**src/rtl/fp_norm_round.sv**
```systemverilog
// fp_norm_round
// Back end of the binary32 adder significand path. Takes the raw 28-bit sum
// {carry, hidden, fraction[22:0], G, R, S} plus the biased exponent. It
// normalizes one bit per cycle, applies round-to-nearest-even, and returns a
// packed binary32 word. Valid/ready handshakes are used on both sides, and
// only one operation is in flight at a time.
module fp_norm_round (
   input  logic        clk,
   input  logic        rst,
   input  logic        in_valid,
   output logic        in_ready,
   input  logic        sign_in,
   input  logic [7:0]  exp_in,
   input  logic [27:0] sum_in,
   output logic        out_valid,
   input  logic        out_ready,
   output logic [31:0] result,
   output logic        overflow,
   output logic        inexact
);

   typedef enum logic [1:0] {
      IDLE  = 2'd0,
      NORM  = 2'd1,
      ROUND = 2'd2,
      DONE  = 2'd3
   } state_t;

   state_t      state;
   state_t      state_next;

   // The latched operand. The exponent is one bit wider than the field, so a
   // carry out of 254 shows up as 255 or more and can be flagged as overflow.
   logic        sign_q;
   logic        sign_next;
   logic [8:0]  exp_q;
   logic [8:0]  exp_next;
   logic [27:0] sum_q;
   logic [27:0] sum_next;
   logic        denorm_q;
   logic        denorm_next;

   logic [31:0] result_next;
   logic        overflow_next;
   logic        inexact_next;

   // Rounding-stage intermediates, taken from the normalized operand.
   logic        guard;
   logic        round_bit;
   logic        sticky;
   logic        round_up;
   logic [24:0] mant;
   logic [8:0]  exp_rnd;
   logic [7:0]  exp_field;
   logic        round_ovf;
   logic [31:0] round_result;

   // Handshake outputs come from the state register, so there is no
   // combinational path from the inputs to out_valid.
   assign in_ready  = (state == IDLE) && !rst;
   assign out_valid = (state == DONE);

   // Round-to-nearest-even on the normalized significand. A subnormal uses
   // the rounded hidden bit as its exponent field, so rounding up into the
   // hidden position turns it into the smallest normal number.
   always_comb begin
      guard     = sum_q[2];
      round_bit = sum_q[1];
      sticky    = sum_q[0];
      round_up  = guard & (round_bit | sticky | sum_q[3]);
      mant      = {1'b0, sum_q[26:3]} + {24'd0, round_up};
      exp_rnd   = exp_q + {8'd0, mant[24]};
      exp_field = exp_rnd[7:0];
      if (denorm_q) begin
         exp_field = {7'd0, mant[23]};
      end
      round_ovf    = !denorm_q && (exp_rnd >= 9'd255);
      round_result = {sign_q, exp_field, mant[22:0]};
      if (round_ovf) begin
         round_result = {sign_q, 8'hFF, 23'd0};
      end
   end

   // Next-state and datapath update. Each NORM cycle applies the first
   // matching rule: zero, carry right shift, already normalized, subnormal
   // floor, and otherwise a single left shift.
   always_comb begin
      state_next    = state;
      sign_next     = sign_q;
      exp_next      = exp_q;
      sum_next      = sum_q;
      denorm_next   = denorm_q;
      result_next   = result;
      overflow_next = overflow;
      inexact_next  = inexact;

      case (state)
         IDLE: begin
            if (in_valid) begin
               sign_next   = sign_in;
               exp_next    = {1'b0, exp_in};
               sum_next    = sum_in;
               denorm_next = 1'b0;
               state_next  = NORM;
            end
         end

         NORM: begin
            if (sum_q == 28'd0) begin
               result_next   = {sign_q, 31'd0};
               overflow_next = 1'b0;
               inexact_next  = 1'b0;
               state_next    = DONE;
            end else if (sum_q[27]) begin
               sum_next   = {1'b0, sum_q[27:2], sum_q[1] | sum_q[0]};
               exp_next   = exp_q + 9'd1;
               state_next = ROUND;
            end else if (sum_q[26]) begin
               state_next = ROUND;
            end else if (exp_q == 9'd1) begin
               denorm_next = 1'b1;
               state_next  = ROUND;
            end else begin
               sum_next = {sum_q[26:0], 1'b0};
               exp_next = exp_q - 9'd1;
            end
         end

         ROUND: begin
            result_next   = round_result;
            overflow_next = round_ovf;
            inexact_next  = guard | round_bit | sticky;
            state_next    = DONE;
         end

         DONE: begin
            if (out_ready) begin
               state_next = IDLE;
            end
         end

         default: begin
            state_next = IDLE;
         end
      endcase
   end

   // State register. Reset from any state returns to IDLE and drops the
   // operand being processed.
   always_ff @(posedge clk) begin
      if (rst) begin
         state <= IDLE;
      end else begin
         state <= state_next;
      end
   end

   // Operand and result registers. The result stays stable through DONE
   // until the downstream stage accepts it.
   always_ff @(posedge clk) begin
      if (rst) begin
         sign_q   <= 1'b0;
         exp_q    <= 9'd0;
         sum_q    <= 28'd0;
         denorm_q <= 1'b0;
         result   <= 32'd0;
         overflow <= 1'b0;
         inexact  <= 1'b0;
      end else begin
         sign_q   <= sign_next;
         exp_q    <= exp_next;
         sum_q    <= sum_next;
         denorm_q <= denorm_next;
         result   <= result_next;
         overflow <= overflow_next;
         inexact  <= inexact_next;
      end
   end

endmodule
```
**config.mk**
```make
export PLATFORM = sky130hd
export DESIGN_NAME = fp_norm_round
export DESIGN_NICKNAME = d
export VERILOG_FILES = /design/src/rtl/fp_norm_round.sv
export SDC_FILE = /design/constraint.sdc
export NUM_CORES = 1
export LEC_CHECK = 0
export CAP_MARGIN = 20
export CORE_AREA = 4 4 105 107
export CTS_CLUSTER_SIZE = 25
export DETAILED_ROUTE_END_ITERATION = 7
export DIE_AREA = 0 0 109 111
export PLACE_DENSITY = 0.69
export RECOVER_POWER = 50
export SYNTH_ARGS = -nofsm -noshare
export SYNTH_HDL_FRONTEND = slang
export SYNTH_SLANG_ARGS = --single-unit
```
**constraint.sdc**
```tcl
create_clock -name clk -period 4.39 [get_ports clk]
set_clock_uncertainty 0.05 [all_clocks]
set_input_delay 0.6585 -clock clk [delete_from_list [all_inputs] [get_ports clk]]
set_output_delay 0.6585 -clock clk [all_outputs]
set_load 0.005 [all_outputs]
```
# --- After elaboration in Yosys (flattened, before gate mapping) ---
# Cells that the tools add are included.
word_totals:
  reg_bits: 75
  out_inout_bits: 36
  elab_cells: 79
op_classes:
  addsub: 4
  magnitude_cmp: 1
  n_eq_ne: 14
  muxes: 32
  bitwise: 5
  reduce_logical: 14
op_table:
  columns: ["cell", "count"]
  rows:
  - ["two-way mux 27 bit", 3]
  - ["one-hot mux 32 bit (2 select lines)", 1]
  - ["two-way mux 28 bit", 2]
  - ["one-hot mux 28 bit (2 select lines)", 1]
  - ["two-way mux 9 bit", 5]
  - ["two-way mux 32 bit", 1]
  - ["two-way mux 31 bit", 1]
  - ["logical NOT 28 bit", 1]
  - ["adder 24 x 1 -> 25 bit", 1]
  - ["one-hot mux 9 bit (2 select lines)", 1]
  - ["two-way mux 2 bit", 6]
  - ["!= test 2 bit (second input constant)", 6]
  - ["adder 9 x 1 -> 9 bit", 1]
  - ["adder 9 x 1 -> 9 bit (second input constant)", 1]
  - ["equality test 9 x 1 -> 1 bit (second input constant)", 1]
  - [">= comparator 9 x 8 -> 1 bit (second input constant)", 1]
  - ["subtractor 9 x 1 -> 9 bit (second input constant)", 1]
  - ["two-way mux 8 bit", 1]
  - ["one-hot mux 2 bit (4 select lines)", 1]
  - ["two-way mux 1 bit", 6]
  - ["!= test 3 bit (second input constant)", 2]
  - ["one-hot mux 1 bit (2 select lines)", 3]
  - ["AND reduction 3 bit", 2]
  - ["AND reduction 6 bit", 1]
  - ["12 further kinds", 20]

# --- Logic depth before layout (Yosys ltp) ---
# Gate-level depths: netlist of run 1.
logic_depth:
  depth_word: 9
  ltp_mapped: 14
  ltp_nobuf: 13

# --- Worst setup path after synthesis of run 1 ---
# No wires, ideal clock.
synth_timing:
  path_kind: "register to register"
  start: "reg sum_q[6]"
  end: "reg result[10]"
  setup_time_ps: 127
  t_arrival_ps: 3285
  setup_slack_ps: 928
  path_stages_with_launch: 15
  synth_period_minus_slack_ps: 3462
  cell_sequence: "dfxtp_1 > clkbuf_1 > and3_1 > nand3_1 > or3b_2 > nor4_1 > and3_1 > ha_1 > ha_1 > xor2_1 > nor4b_1 > o311ai_0 > o221ai_1 > clkbuf_1 > o2bb2ai_1"
synth_between:
  elab_chain_cells: 6
  word_cells_on_any_way: 9
  classes_between: "add/sub (2); order compare (1); eq/ne (1); mux (2); reduce/logical (3)"
synth_lines:
  columns: ["item", "line", "source"]
  rows:
  - ["start, declared", "38", "logic [27:0] sum_q;"]
  - ["start signal, assigned", "172", "sum_q <= sum_next;"]
  - ["adder 24 x 1 -> 25 bit", "71", "mant = {1'b0, sum_q[26:3]} + {24'd0, round_up};"]
  - ["adder 9 x 1 -> 9 bit", "72", "exp_rnd = exp_q + {8'd0, mant[24]};"]
  - [">= comparator 9 x 8 -> 1 bit", "77", "round_ovf = !denorm_q && (exp_rnd >= 9'd255);"]
  - ["logical AND 1 bit", "77", null]
  - ["two-way mux 31 bit", "79", "if (round_ovf) begin"]
  - ["one-hot mux 32 bit (2 select lines)", "97", "case (state)"]
  - ["end signal, assigned", "174", "result <= result_next;"]
  - ["end, declared", "17", "output logic [31:0] result,"]
# Several ways; a longest one is shown, not always the timed one.
# A chain may end at the register's enable or synchronous reset.

# --- Final worst setup path of run 1 ---
layout_timing:
  start: "reg sum_q[3]"
  end: "reg result[5]"
layout_between:
  elab_chain_cells: 8
  word_cells_on_any_way: 11
  classes_between: "add/sub (2); order compare (1); eq/ne (1); mux (2); bitwise (2); reduce/logical (3)"
layout_lines:
  columns: ["item", "line", "source"]
  rows:
  - ["OR 1 bit", "70", "round_up = guard & (round_bit | sticky | sum_q[3]);"]
  - ["AND 1 bit", "70", null]
  - ["adder 24 x 1 -> 25 bit", "71", null]
  - ["adder 9 x 1 -> 9 bit", "72", null]
  - [">= comparator 9 x 8 -> 1 bit", "77", null]
  - ["logical AND 1 bit", "77", null]
  - ["two-way mux 31 bit", "79", null]
  - ["one-hot mux 32 bit (2 select lines)", "97", null]
# Several ways; a longest one is shown, not always the timed one.

==> results of run 1 <==
==> power by group through the flow <==
stage	sequential (uW)	combinational, uW	clock [uW]
finish	1220	1690	574
detailed placement	1220	1670	0
global route	1250	1850	609
floorplan	1050	1330	0
CTS	1210	1680	588
global placement	1210	1640	0
==> critical path, stage by stage (launching register included) <==
cell and delay [ps]:
dfxtp_1 460, and2_1 170, ha_1 210, nand3_1 120
or3b_2 470, nor4_1 300, and3_1 220, ha_1 190
ha_1 210, xor2_1 210, nor4b_1 380, o311ai_0 230
o221ai_1 230, buf_4 310, o2bb2ai_1 120
==> cell type report <==
type | instances | area, sq um | share of cell area
multi-input cells | 394 | 2700 | 0.493
flip-flops and latches | 75 | 1500 | 0.274
repair buffers | 88 | 846 | 0.154
well taps | 136 | 170 | 0.0311
clock buffers | 10 | 138 | 0.0251
clock inverters | 6 | 71.3 | 0.0130
inverters | 13 | 48.8 | 0.00891
==> layer usage <==
layer | wire (microns) | up-vias
li1 | - | 2172
met4 | 244 | 0
met3 | 1090 | 18
met5 | 0 | -
met2 | 6680 | 230
met1 | 6190 | 2155
==> stage by stage <==
stage                     std cells  hold WS [ps]  cell area, sq um  worst slack [ps]  power, uW
after floorplan                 539           383              4460               928       2370
after global placement          706           391              5280               647       2860
after detailed placement        706           398              5280               498       2890
after CTS                       722           410              5490               479       3480
after global routing            722           428              5480               146       3710
final                           722           407              5480               377       3480
==> how the worst max path moves through the flow <==
stage / from / end / slack [ps] / cells after the start
finish: sum_q[3] / result[5] / 380 / 14
global route: sum_q[3] / result[5] / 150 / 14
CTS: sum_q[3] / result[5] / 480 / 14
detailed placement: sum_q[3] / result[5] / 500 / 14
global placement: sum_q[3] / result[8] / 650 / 14
floorplan: sum_q[6] / result[10] / 930 / 14
==> state kept, by name, summed over array words and instances (netlist names) <==
signal    cells
denorm_q      1
exp_q         9
inexact       1
overflow      1
result       32
sign_q        1
state         2
sum_q        28
==> cell usage in the layout (no fill, tap or decap), types with 8 or more instances in the layout <==
master and n:
xnor2_1 18, nand2_1 32, a222oi_1 8, o21ai_0 17, a31oi_1 29, nor3_1 10, nor2_1 21, nand3_1 26
nor4_1 10, ha_1 11, nand4_1 12, clkdlybuf4s50_1 39, a221oi_1 17, buf_4 12, and3_1 23, o2bb2ai_1 22
a21oi_1 17, inv_1 13, a211oi_1 27, dfxtp_1 75, dlygate4sd3_1 36, xor2_1 10, clkbuf_8 10
==> cell families after synthesis <==
group                    Yosys count  synth area share
adder cells (fa/ha/maj)           11            0.0308
multiplexers                       7            0.0163
buffers and inverters             70            0.0614
flip-flops                        75             0.337
XOR/XNOR                          28            0.0550
AND/OR/NAND/NOR                  172             0.211
AO/OA/AOI/OAI                    176             0.289
==> metrics.cfg, run 1 <==
[place]
port_buffers = 76
gp_congestion = 0.866
place_hpwl_microns = 9500

[yosys]
synth_top_area_cell = dfxtp_1
syn_avg_cell_area_sq_um = 8.28
syn_area_sq_mm = 0.00446
postSynthCellCount = 539
synth_seq_cells = 75
synthDistinctLibCells = 57
synth_fp_nets = 591
synth_warnings = 0
yosysSeqAreaShare = 0.337
synth_top_area_frac = 0.337
ys_top_cells_by_count = 75 x dfxtp_1, 49 x clkbuf_1, 32 x nand2_1
synth_edf_count = 0
yosysMostFrequentCell = dfxtp_1
ys.flop_type = dfxtp_1
synthArstFlopShare = 0
synthTopCellsByArea = dfxtp_1 34%, a211oi_1 4.5%, o2bb2ai_1 4.3%, clkbuf_1 4.1%, a31oi_1 4.1%

[power]
power.leakage_uw = 0.00197
sequentialPowerShare = 0.350
power.internal_uw = 1840
switching_share = 0.470
powerDensity_mw_per_mm2 = 635
power.switching_uw = 1640
clkPwrFrac = 0.165
peakVddDrop_mv = 0.310
combPwrFrac = 0.485

[timing]
max_freq_ghz = 0.249
finalSetupViolCount = 0
hold_violations = 0
tightest_slew_ps = 1560
rsz0062_at_grt = no
tns_ps = 0
finalMaxSlewViolations = 9
final.period_utilization = 0.914
relSlewSlack = -0.0479
fin_crit_ps = 4010

[routing]
drt-initial-drc-count = 457
wire_per_inst_microns = 19.7
vias_per_cell = 6.34
vias = 4575
drcViolationCount = 0
dr.pass1.iters = 5
routed_wl_microns = 14200
ant_nets = 0

[floorplanning]
fp.dieW_microns = 109
num_io_pins = 77
start_util = 0.440
std_cell_rows = 37
die_area_sq_mm = 0.0121
core_sq_mm = 0.0101
die_h_microns = 111

[worst_setup_path]
critPathKind = reg -> reg
crit_arrival_ps = 4210
crit_path_start_kind = flop
critPathMaxFanout = 22
rr_worst_depth = 14
reg2reg_slack_ps = 380
r2r-start = sum_q[3]
cp.required_ps = 4580
crit_path_end_kind = flop
regToRegEndpoint = result[5]

[global_routing]
overflow = 0
grt_util_met2 = 0.369
grtUsageMet3 = 0.0390
grt_max_degree = 46
grt_pass1_vias = 4343
grt_busiest_layer = met2
grt_pass1_wl_microns = 22600
met1_usage = 0.315
antenna_found_initial = 0
grt_usage = 0.231

[clock_tree]
cts_tree = done
cts-root-buf = clkbuf_8
cts_resized = 0
cts_setup_buffers = 0
cts.sinks = 75
path_clk_slew_ps = 80
cts_hold_buffers = 0
clk_latency_ps = 370
cts_buffer_depth = 2
htree_levels = 3
cts_buffers = 9

[cells_and_area]
num-fill-cells = 955
syn2layout_area_growth_pct = 22.8
nNetsFinal = 633
utilization = 0.540
drive_above_1_share = 0.0666
antenna_cells = 0

[hold_path]
min_from = sign_q
hp-class = reg -> reg
whs_path_depth = 2
holdPathEnd = sign_q

[run_status]
outcome = complete, but fails checks
violations = capacitance limit, slew limit

[flow_run]
cap_violations = 2

Power figures use the tool's default switching activity.
==> inputs of run 2 (changes only) <==
--- a/config.mk
+++ b/config.mk
@@ -5,12 +5,13 @@
 export SDC_FILE = /design/constraint.sdc
 export NUM_CORES = 1
 export LEC_CHECK = 0
+export ABC_AREA = 1
 export CAP_MARGIN = 20
-export CORE_AREA = 4 4 105 107
+export CORE_AREA = 4 4 109 111
 export CTS_CLUSTER_SIZE = 25
 export DETAILED_ROUTE_END_ITERATION = 7
-export DIE_AREA = 0 0 109 111
-export PLACE_DENSITY = 0.69
+export DIE_AREA = 0 0 113 115
+export PLACE_DENSITY = 0.67
 export RECOVER_POWER = 50
 export SYNTH_ARGS = -nofsm -noshare
 export SYNTH_HDL_FRONTEND = slang
==> run 2 against run 1 <==
  * The run now ends clean
  * Cell count rose by 29%
  * Sequential power fell by 8%
  * Worst hold slack improved by 5.6 ps
  * Core utilization fell by 0.58 points
  * Cell area rose by 5.3%
  * Synthesized cell count rose by 35%
  * Via count rose by 9.4%
  * Non-clock buffer count fell by 8
  * Die area rose by 7.4%
  * Largest cell class unchanged
==> metrics.cfg, run 2 <==
[hold_path]
holdPathEnd = overflow
whs_path_depth = 2  ; unchanged
min_from = overflow
hp-class = reg -> reg

[clock_tree]
cts_tree = done
cts_buffer_depth = 2  ; unchanged
path_clk_slew_ps = 80  ; about the same
cts.sinks = 75  ; unchanged
cts-root-buf = clkbuf_8
cts_buffers = 9  ; unchanged
htree_levels = 3  ; unchanged
cts_resized = 0  ; unchanged
cts_setup_buffers = 0  ; unchanged
cts_hold_buffers = 0  ; unchanged
clk_latency_ps = 370  ; about the same

[cells_and_area]
largest_reg_flops = 32  ; unchanged
top_regs = result (32), sum_q (28), exp_q (9)
register_area_sq_mm = 0.00150  ; unchanged
nNetsFinal = 839  ; +33%
antenna_cells = 0  ; unchanged
most-common-layout-cells = 199 x nand2_1, 109 x nor2_1, 75 x dfxtp_1
utilization = 0.535  ; -0.00575
syn2layout_area_growth_pct = 20.5
final_common_cell = nand2_1
regMostFlops = result
multi_input_area_sq_mm = 0.00284  ; +5.1%
drive_above_1_share = 0.0795  ; +0.0130
num-fill-cells = 1075  ; +13%

[routing]
drt-initial-drc-count = 331  ; -28%
wl_met2_microns = 6420  ; -3.9%
met3WireLength_microns = 1050  ; -3.7%
drcViolationCount = 0  ; unchanged
dr.pass1.iters = 5  ; unchanged
vias_per_cell = 5.37  ; -15%
vias = 5003  ; +9.4%
met1Wirelength_microns = 6800  ; +9.8%
routed_wl_microns = 14500  ; +1.8%
dr.max_layer_used = met4
wire_per_inst_microns = 15.5  ; -21%
ant_nets = 0  ; unchanged

[floorplanning]
start_util = 0.444  ; +0.00357
die_h_microns = 115  ; +3.6%
core_sq_mm = 0.0108  ; +6.5%
std_cell_rows = 38  ; +2.7%
num_io_pins = 77  ; unchanged
die_area_sq_mm = 0.0130  ; +7.4%
fp.dieW_microns = 113  ; +3.7%

[power]
peakVddDrop_mv = 0.503  ; +62%
power.leakage_uw = 0.00238  ; +21%
power_uw = 3350  ; -3.8%
powerDensity_mw_per_mm2 = 580  ; -8.7%

[timing]
tns_ps = 0  ; unchanged
rsz0062_at_grt = no
relSlewSlack = 0.0732  ; +0.121
hold_violations = 0  ; unchanged
max_freq_ghz = 0.277  ; +11%
tightest_slew_ps = 1390  ; -169 ps
finalSetupViolCount = 0  ; unchanged
fin_crit_ps = 3610  ; -405 ps
final.period_utilization = 0.822  ; -0.0922
finalMaxSlewViolations = 0  ; -9

[yosys]
ys.flop_type = dfxtp_1
postSynthCellCount = 730  ; +35%
synth_fp_nets = 782  ; +32%
synthTopCellsByArea = dfxtp_1 31%, nand2_1 16%, nor2_1 8.5%, o21ai_0 4.9%, inv_1 4.3%
synthDistinctLibCells = 44  ; -23%
synth_warnings = 0  ; unchanged
syn_area_sq_mm = 0.00479  ; +7.3%
synthArstFlopShare = 0  ; unchanged
synth_edf_count = 0  ; unchanged
yosysMostFrequentCell = nand2_1
syn_avg_cell_area_sq_um = 6.56  ; -21%
synth_top_area_cell = dfxtp_1
yosysSeqAreaShare = 0.314  ; -0.0229
ys_top_cells_by_count = 199 x nand2_1, 109 x nor2_1, 75 x dfxtp_1
synth_seq_cells = 75  ; unchanged
synth_top_area_frac = 0.314  ; -0.0229

[worst_setup_path]
crit_path_end_kind = flop
regToRegEndpoint = state[1]
crit_buf_inv = 3  ; +2
cpPeakStageDelay_ps = 760  ; +290 ps
slowest_stage = inv_1
rr_worst_depth = 10  ; -4
crit_family = buffers and inverters
reg2reg_slack_ps = 780  ; +400 ps
r2r-start = state[1]
crit_chain = inv_1 > ha_1 > inv_1 > nor2_1 > nand3_2 > inv_1 > nand2_1 > nand2_1 > o21ai_0 > a21oi_1
cp.required_ps = 4640  ; +60 ps
critPathKind = reg -> reg
crit_arrival_ps = 3850  ; -360 ps
cp_num_cells = 10  ; -4
crit_top_cell = inv_1
critPathMaxFanout = 44  ; +100%
crit_path_start_kind = flop

[global_routing]
antenna_found_initial = 0  ; unchanged
grt_pass1_vias = 4685  ; +7.9%
grt_max_degree = 45  ; -2.2%
overflow = 0  ; unchanged
grt_usage = 0.224  ; -0.00682
grt_pass1_wl_microns = 23600  ; +4.3%

[place]
gp_congestion = 0.938  ; +8.2%
port_buffers = 76  ; unchanged
place_hpwl_microns = 10300  ; +8.0%

[run_status]
outcome = complete, no violations

[flow_run]
cap_violations = 0  ; -2

-- run 2: area by class of cell --
| class | instances | share of cell area |
|---|---|---|
| Clock buffer | 10 | 0.0239 |
| Tap cell | 140 | 0.0304 |
| Inverter | 62 | 0.0412 |
| Multi-Input combinational cell | 559 | 0.493 |
| Sequential cell | 75 | 0.260 |
| Clock inverter | 6 | 0.0113 |
| Timing Repair Buffer | 80 | 0.141 |
-- run 2: cell families (layout without fill, tap and decap cells) --
| kind of cell | Yosys count | in the layout | share of synthesized area |
|---|---|---|---|
| fa+ha+maj | 11 | 11 | 0.0287 |
| flops | 75 | 75 | 0.314 |
| compound gates | 145 | 145 | 0.184 |
| xor+xnor | 15 | 15 | 0.0274 |
| buf+inv | 96 | 158 | 0.0920 |
| simple gates | 388 | 388 | 0.354 |
-- run 2: worst min-delay path, delay by kind of cell, from the launching register on --
kind               cells  cell delay (ps)
DFF                    1              310
and+or+nand+nor        1               60
AOI/OAI and AO/OA      1               50
-- run 2: worst max-delay path by stage --
stage             start    endpoint  slack, ps
4_1_cts        sum_q[2]  result[20]        960
6_report       state[1]    state[1]        780
3_5_place_dp   sum_q[2]   result[1]        980
3_3_place_gp   sum_q[2]  result[19]       1210
2_1_floorplan  sum_q[2]  result[17]       1580
5_1_grt        state[1]    state[1]        470
-- run 2: power by group --
| group | switching (uW) | internal, uW |
|---|---|---|
| Clock | 281 | 278 |
| Combinational | 1100 | 562 |
| Sequential | 247 | 872 |
-- run 2: stage by stage --
| step | std cells | hold WS [ps] | worst slack, ps | instance area (sq um) |
|---|---|---|---|---|
| after CTS | 931 | 420 | 962 | 5750 |
| after global routing | 932 | 430 | 472 | 5770 |
| final | 932 | 413 | 782 | 5770 |
| after floorplan | 730 | 404 | 1580 | 4790 |
| after global placement | 915 | 404 | 1210 | 5540 |
| after detailed placement | 915 | 407 | 979 | 5540 |
-- run 2: metal layers --
metal  track usage  vias to the layer above
met3        0.0379                       18
met5             0                        -
met1         0.320                     2309
met4        0.0697                        0
met2         0.346                      172
li1              -                     2504
